--- config.mk ---
export PLATFORM = sky130hd
export DESIGN_NAME = garden_scheduler
export DESIGN_NICKNAME = d
export VERILOG_FILES = /design/src/rtl/garden_pkg.sv /design/src/rtl/garden_window_cmp.sv /design/src/rtl/garden_scheduler.sv
export SDC_FILE = /design/constraint.sdc
export NUM_CORES = 1
export LEC_CHECK = 0
export CAP_MARGIN = 30
export CORE_AREA = 8 8 155 157
export DETAILED_ROUTE_END_ITERATION = 8
export DIE_AREA = 0 0 163 165
export MAX_ROUTING_LAYER = met4
export PLACE_DENSITY = 0.65
export SLEW_MARGIN = 20
export SYNTH_ARGS = -nofsm -noshare
export SYNTH_HDL_FRONTEND = slang
export SYNTH_SLANG_ARGS = --single-unit
--- constraint.sdc ---
create_clock -name clk -period 9.1 [get_ports clk]
set_clock_uncertainty 0.15 [all_clocks]
set_input_delay 1.365 -clock clk [delete_from_list [all_inputs] [get_ports clk]]
set_output_delay 1.365 -clock clk [all_outputs]
set_load 0.05 [all_outputs]
--- src/rtl/garden_pkg.sv ---
// Shared types for the garden scheduler: channel ids, BCD time, table entry, FSM state.
package garden_pkg;

   localparam logic [1:0] CH_LIGHT    = 2'd0;
   localparam logic [1:0] CH_GATE     = 2'd1;
   localparam logic [1:0] CH_FOUNTAIN = 2'd2;

   typedef logic [15:0] bcd_time_t;   // {hr2,hr1,min2,min1}

   typedef struct packed {
      bcd_time_t  start;
      bcd_time_t  stop;
      logic [1:0] ch;
      logic       valid;
   } sched_entry_t;

   typedef enum logic [1:0] {ST_IDLE, ST_SCAN, ST_UPDATE} state_t;

   // Legal HH:MM in packed BCD: 00:00 .. 23:59
   function automatic logic bcd_time_ok(input bcd_time_t t);
      logic [3:0] h2, h1, m2, m1;
      {h2, h1, m2, m1} = t;
      return (h2 <= 4'd2) && (h1 <= 4'd9) && (m2 <= 4'd5) && (m1 <= 4'd9) &&
             !((h2 == 4'd2) && (h1 > 4'd3));
   endfunction

endpackage

--- src/rtl/garden_window_cmp.sv ---
// Combinational hit test of one table entry against the latched time.
// Midnight-spanning windows are only evaluated when GARDEN_SCHED_WRAP_EN is defined.
module garden_window_cmp
   import garden_pkg::*;
(
   input  sched_entry_t entry,
   input  bcd_time_t    t,
   output logic         hit
);

   always_comb begin
      hit = 1'b0;
      if (entry.valid) begin
         if (entry.start < entry.stop)
            hit = (t >= entry.start) && (t < entry.stop);
`ifdef GARDEN_SCHED_WRAP_EN
         else if (entry.start > entry.stop)
            hit = (t >= entry.start) || (t < entry.stop);
`endif
      end
   end

endmodule

--- src/rtl/garden_scheduler.sv ---
// Time-of-day window scheduler: scans the entry table one entry per cycle on each
// tick and drives registered channel enables with start/stop pulses. Option: GARDEN_SCHED_WRAP_EN.
module garden_scheduler
   import garden_pkg::*;
#(
   parameter int NUM_WIN = 4,
   parameter int NUM_CH  = 3
)
(
   input  logic                       clk,
   input  logic                       reset,
   input  logic                       tick,
   input  logic [15:0]                time_bcd,
   input  logic                       cfg_we,
   input  logic [$clog2(NUM_WIN)-1:0] cfg_idx,
   input  logic [15:0]                cfg_start,
   input  logic [15:0]                cfg_stop,
   input  logic [1:0]                 cfg_ch,
   input  logic                       cfg_valid,
   output logic                       cfg_busy,
   output logic                       cfg_rej,
   input  logic [NUM_CH-1:0]          man_on,
   input  logic [NUM_CH-1:0]          man_off,
   output logic [NUM_CH-1:0]          ch_en,
   output logic [NUM_CH-1:0]          ch_start,
   output logic [NUM_CH-1:0]          ch_stop
);

   localparam int            IW   = $clog2(NUM_WIN);
   localparam logic [IW-1:0] LAST = IW'(NUM_WIN - 1);

   state_t            state, state_nxt;
   sched_entry_t      tbl [NUM_WIN];
   sched_entry_t      cur;
   bcd_time_t         t_q;
   logic [IW-1:0]     idx;
   logic [NUM_CH-1:0] acc, acc_nxt, sched_q, sched_next, en_nxt;
   logic              pending, pending_nxt, start_scan, wr_ok, hit;

   assign cur = tbl[idx];

   garden_window_cmp u_cmp (.entry(cur), .t(t_q), .hit(hit));

   assign cfg_busy   = (state != ST_IDLE);
   assign start_scan = (state == ST_IDLE) && (tick || pending);
   assign wr_ok      = cfg_we && (state == ST_IDLE) && !tick &&
                       bcd_time_ok(cfg_start) && bcd_time_ok(cfg_stop);

   always_comb begin
      state_nxt = state;
      case (state)
         ST_IDLE:   if (start_scan) state_nxt = ST_SCAN;
         ST_SCAN:   if (idx == LAST) state_nxt = ST_UPDATE;
         ST_UPDATE: state_nxt = ST_IDLE;
         default:   state_nxt = ST_IDLE;
      endcase
   end

   // Entries aimed at a channel this instance does not have never match here
   always_comb begin
      acc_nxt = acc;
      for (int c = 0; c < NUM_CH; c++)
         if (hit && (cur.ch == 2'(c))) acc_nxt[c] = 1'b1;
   end

   // A new request (late tick or accepted write) wins over the clear at scan start
   always_comb begin
      pending_nxt = pending;
      if (start_scan) pending_nxt = 1'b0;
      if ((tick && (state != ST_IDLE)) || wr_ok) pending_nxt = 1'b1;
   end

   assign sched_next = (state == ST_UPDATE) ? acc : sched_q;
   assign en_nxt     = (sched_next | man_on) & ~man_off;

   always_ff @(posedge clk or posedge reset) begin
      if (reset) state <= ST_IDLE;
      else       state <= state_nxt;
   end

   always_ff @(posedge clk or posedge reset) begin
      if (reset) begin
         for (int i = 0; i < NUM_WIN; i++) tbl[i] <= '0;
         t_q      <= '0;
         idx      <= '0;
         acc      <= '0;
         sched_q  <= '0;
         pending  <= 1'b0;
         cfg_rej  <= 1'b0;
         ch_en    <= '0;
         ch_start <= '0;
         ch_stop  <= '0;
      end else begin
         pending  <= pending_nxt;
         cfg_rej  <= cfg_we && !wr_ok;
         ch_en    <= en_nxt;
         ch_start <= en_nxt & ~ch_en;
         ch_stop  <= ~en_nxt & ch_en;
         if (wr_ok)
            tbl[cfg_idx] <= '{start: cfg_start, stop: cfg_stop, ch: cfg_ch, valid: cfg_valid};
         if (start_scan) begin
            t_q <= time_bcd;
            acc <= '0;
            idx <= '0;
         end else if (state == ST_SCAN) begin
            acc <= acc_nxt;
            if (idx != LAST) idx <= idx + 1'b1;
         end
         if (state == ST_UPDATE) sched_q <= acc;
      end
   end

endmodule
[Word level (Yosys, flattened, before mapping)]
Cells that the tools add are included.
Widths: inputs -> output; s select.
Cells by class
  $mul: 0
  shift-type cells: 0
  $add $sub $neg: 1
  reduce and logical (&&, ||, !) cells: 42
  bitwise operators: 9
  divide/modulo/power cells: 0
  $lt $le $gt $ge: 16
  eq/ne operators: 10
  muxes and demuxes: 22
Operators by type and width (number)
  $bwmux 140: 1
  $mux 35: 3
  $bmux 35 s2: 1
  $demux 35 s2: 1
  $lt 16x16->1: 2
  $logic_and 1x1->1: 22
  $ge 16x16->1: 1
  $le 4x4->1 const B: 4
  $reduce_bool 2->1: 7
  $mux 2: 5
  $reduce_and 2->1: 5
  $and 3x3->3: 3
  $mux 3: 3
  $not 3->3: 3
  $eq 4x2->1 const B: 2
  $gt 4x2->1 const B: 2
  $le 4x2->1 const B: 2
  $le 4x3->1 const B: 2
  $mux 1: 7
  $eq 2x2->1 const B: 3
  $ge 3x3->1 const B: 2
  $ne 2x2->1 const B: 3
  $not 2->3: 2
  $eq 2x1->1 const B: 2
  other kinds (7): 12
Word-level totals
  register bits: 177
  memory bits (read-only): 0
  logic and storage cells: 128
  memories: 0
  bits in writable memories: 0
  bits in latches: 0

[Logic depth before layout (Yosys ltp)]
  word-level depth: 12
  depth in mapped cells: 10
  gate-level depth less buffers: 8

[Cells and area by module]
From an unflattened synthesis, not the netlist that was laid out.
Unflattened totals
  cells, all modules: 599
  area, all modules: 8430.6 sq um
Modules (own cells, without submodules)
  garden_scheduler: times used 1, area an instance 7338.3 sq um, cells an instance 451, sequential area each 4429.2 sq um
  garden_window_cmp: times used 1, area an instance 1092.3 sq um, cells an instance 148, sequential area each 0.0 sq um

[Worst setup path after synthesis]
No wires, ideal clock.
  kind: input to register
  from: in cfg_start[14]
  to: reg tbl[105] (netlist name)
  required time: 8825 ps
  slack: 5847 ps
  cell stages on the path: 7
  path buffers: 2
  setup time: 125 ps
  data arrival time: 2978 ps
  cell sequence: nor4b_1 nand2_1 and4bb_2 buf_4 nor3b_4 buf_6 mux2_2
On the way
  longest elaborated chain between the ends: 7
Ends and longest elaborated chain
  start: declaration: line garden_scheduler.sv:16  | input logic [15:0] cfg_start,
  $le 4x2->1: line garden_pkg.sv:23  | return (h2 <= 4'd2) && (h1 <= 4'd9) && (m2 <= 4'd5) && (m1 <= 4'd9) &&
  $logic_and 1x1->1 (3 in a row): line garden_pkg.sv:23
  $logic_and 1x1->1 *: line garden_pkg.sv:23
  $logic_and 1x1->1 *: line garden_scheduler.sv:46  | assign wr_ok = cfg_we && (state == ST_IDLE) && !tick &&
  $logic_and 1x1->1 *: line garden_scheduler.sv:47  | bcd_time_ok(cfg_start) && bcd_time_ok(cfg_stop);
  end signal: indexed assignment: line garden_scheduler.sv:100  | tbl[cfg_idx] <= '{start: cfg_start, stop: cfg_stop, ch: cfg_ch, valid: cfg_valid};
  end: declaration: line garden_scheduler.sv:33  | sched_entry_t tbl [NUM_WIN];
Every way passes the cells marked *; elsewhere a longest branch is shown, timed or not.
A chain may end at the register's enable or synchronous reset.

[Worst setup path in the final report]
  from: in cfg_start[1]
  to: reg tbl[105] (netlist name)
On the way
  longest elaborated chain between the ends: 5
Ends and longest elaborated chain (line)
  $le 4x4->1: garden_pkg.sv:23
  $logic_and 1x1->1 (2 in a row): garden_pkg.sv:23
  $logic_and 1x1->1: garden_scheduler.sv:46
  $logic_and 1x1->1: garden_scheduler.sv:47
Every way passes these cells.

==> out/qor.yml <==
ant_nets: 0
grtUsageTotal: 0.1590
synth-seq-area-share: 0.5220
wl_um: 19920
num_rows: 54
final_cell_mix: "dfrtp_1, mux2_2, clkdlybuf4s50_1"
crit_path_max_incr_delay_ns: 0.74
grt_antenna_before_repair: 0
rsz0062_at_grt: "false"
setup_viol: 0
clk_pin_slew_ns: 0.07
cts_resized: 0
mostFrequentLayoutCell: "dfrtp_1"
synth.distinct_cells: 49
vias_per_cell: 5.246
worst_slack_ns: 4.610
place_hpwl_um: 14360
clk_root_buffer_cell: "clkbuf_16"
crit_path_end_kind: "register"
ir_drop_mv: 0.1080
yosysTopAreaCell: "dfrtp_1"
ioPinCount: 74
final_util: 0.4730
ctsHoldBuffers: 0
grt_pass1_wl_um: 31880
slew_headroom: 0.3858
syn_avg_cell_area_um2: 13.53
first_global_vias: 5836
p_per_area_mw_per_mm2: 213.6
hold_depth: 1
slowest_stage: "nor3b_4"
finalCriticalPeriod_ns: 4.490
pre_cts_ws_ns: 4.125
crit_fanout: 22
min_path_type: "reg -> reg"
min_period_over_period: 0.4935
synth_nets: 737
drc: 0
crit_type: "in -> reg"
tightest_slew_ns: 0.9213
clk_latency_ns: 0.42
netlist_instances: 627
rr_worst_depth: 9
max_freq_mhz: 222.7
die-area_mm2: 0.02690
power.leakage_nw: 4.824
cts_tree: "yes"
finalHoldViolations: 0
cts_sinks: 177
n_antenna_cell: 0
clockBufferDepth: 2
htreeDepth: 4
fin_setup_tns_ns: 0
initialDrtViolationCount: 290
ys_ff_latch: 177
cap_violations: 0
drive_gt1_frac: 0.2869
yosysTopAreaCellShare: 0.5220
vias: 5236
post-cts-setup-buffers: 0
area_growth_syn_to_layout_pct: 19.79
path_cells: "clkdlybuf4s50_1 -> o21ai_0 -> nand4_1 -> and4bb_2 -> nor3b_4 -> buf_4 -> mux2_2"
status: "complete, no violations"
yosysWarnings: 0
die_h_um: 165
start_kind: "primary input"
wl_per_cell_um: 19.96
dieWidth_um: 163
cp.required_ns: 9.26
synth_area_leaders: "dfrtp_1, mux2_2, mux4_2"
io_buffers: 73
initial_core_util: 0.3949
nets: 815
cp_data_arrival_time_ns: 4.65
grt.overflow.total: 0
syn_area_mm2: 0.008484
drt_pass1_iterations: 5
cts-buffers-inserted: 17
place_congestion: 0.8685
drv_slew: 0
fp.coreArea_mm2: 0.02149
grt_start_max_net_pins: 96
==> cell families (layout without fill, tap and decap cells) <==
kind of cell / Yosys count / in the layout / share of synthesized area
AOI/OAI and AO/OA: 52 / 52 / 0.04159
xor gates and xnor gates: 1 / 1 / 0.001032
adders and majority gates: 47 / 47 / 0.06931
buffers and inverters: 58 / 149 / 0.03067
DFF: 177 / 177 / 0.5220
muxes: 154 / 154 / 0.2508
and+or+nand+nor: 138 / 138 / 0.08450
==> cells in the mapped netlist, drive strengths merged <==
library cell / instances
nor3b: 3
a21o: 3
a22oi: 1
o211ai: 1
xnor2: 1
a211oi: 5
clkbuf: 9
inv: 35
a2bb2oi: 1
nor2: 13
or2: 2
nand4b: 1
nor4: 1
buf: 14
o22ai: 3
nor4b: 2
and4bb: 1
nand3b: 2
nand3: 4
mux4: 35
nor2b: 13
o21a: 3
or3: 1
or4: 1
dfrtp: 177
o41ai: 1
o31ai: 1
nor3: 6
a21oi: 10
mux2: 119
and3b: 1
nand4: 7
o32ai: 1
a2111oi: 3
nand2b: 1
a311oi: 1
ha: 47
o22a: 2
o21ai: 12
and2: 18
o2111ai: 2
o21bai: 2
nand2: 61
==> area by class of cell <==
type                       instances  area, um^2
clock buffer                      20       466.7
clock inverter                    12       128.9
fill                            1904       11320
inverter                          35       136.4
multi-input combinational        392        3804
sequential                       177        4431
tap                              280       350.3
timing repair buffer              82       847.1
==> layer usage <==
layer  GRT usage  up-vias  part of all wire
met4     0.03753        0            0.0084
met1      0.1954     2685              0.45
met2      0.2575      120              0.49
met3     0.04412       16             0.054
met5           -        -                 0
li1            -     2415                 -
==> registers in the layout, summed over array words and instances (netlist names) <==
name / cells
acc: 3
cfg_rej: 1
ch_en: 3
ch_start: 3
ch_stop: 3
idx: 2
pending: 1
sched_q: 3
state: 2
t_q: 16
tbl: 140
==> worst paths after layout <==
path / start / to / slack [ns]
min in group asynchronous: reset / ch_en[0] / 1.14
setup reg to reg: idx[0] / acc[0] / 5.37
hold reg to reg: ch_en[0] / ch_start[0] / 0.31
setup / recovery: cfg_start[1] / tbl[105] / 4.61
max in group asynchronous: reset / tbl[82] / 6.29
hold / removal: ch_en[0] / ch_start[0] / 0.31
==> where the power goes <==
| part | internal, mW | switching [mW] |
|---|---|---|
| Clock | 0.427 | 0.305 |
| Combinational | 0.228 | 0.286 |
| Sequential | 0.842 | 0.0828 |
| Total | 1.50 | 0.674 |
==> through the flow <==
stage                     cell area, um^2  std cells  power (mW)  hold WS, ns
after floorplan                      8484        627       1.270       0.2924
after global placement               9488        963       1.438       0.2852
after detailed placement             9537        965       1.459       0.2965
after CTS                           10130        997       2.199       0.3088
after global routing                10160        998       2.298       0.3268
final                               10160        998       2.171       0.3052
==> worst max-delay path, delay by kind of cell <==
family | cells | cell delay (ns)
AND/OR/NAND/NOR | 3 | 1.41
multiplexers | 1 | 0.39
AO/OA/AOI/OAI | 1 | 0.55
buffers and inverters | 2 | 0.93
Power figures use the tool's default switching activity.
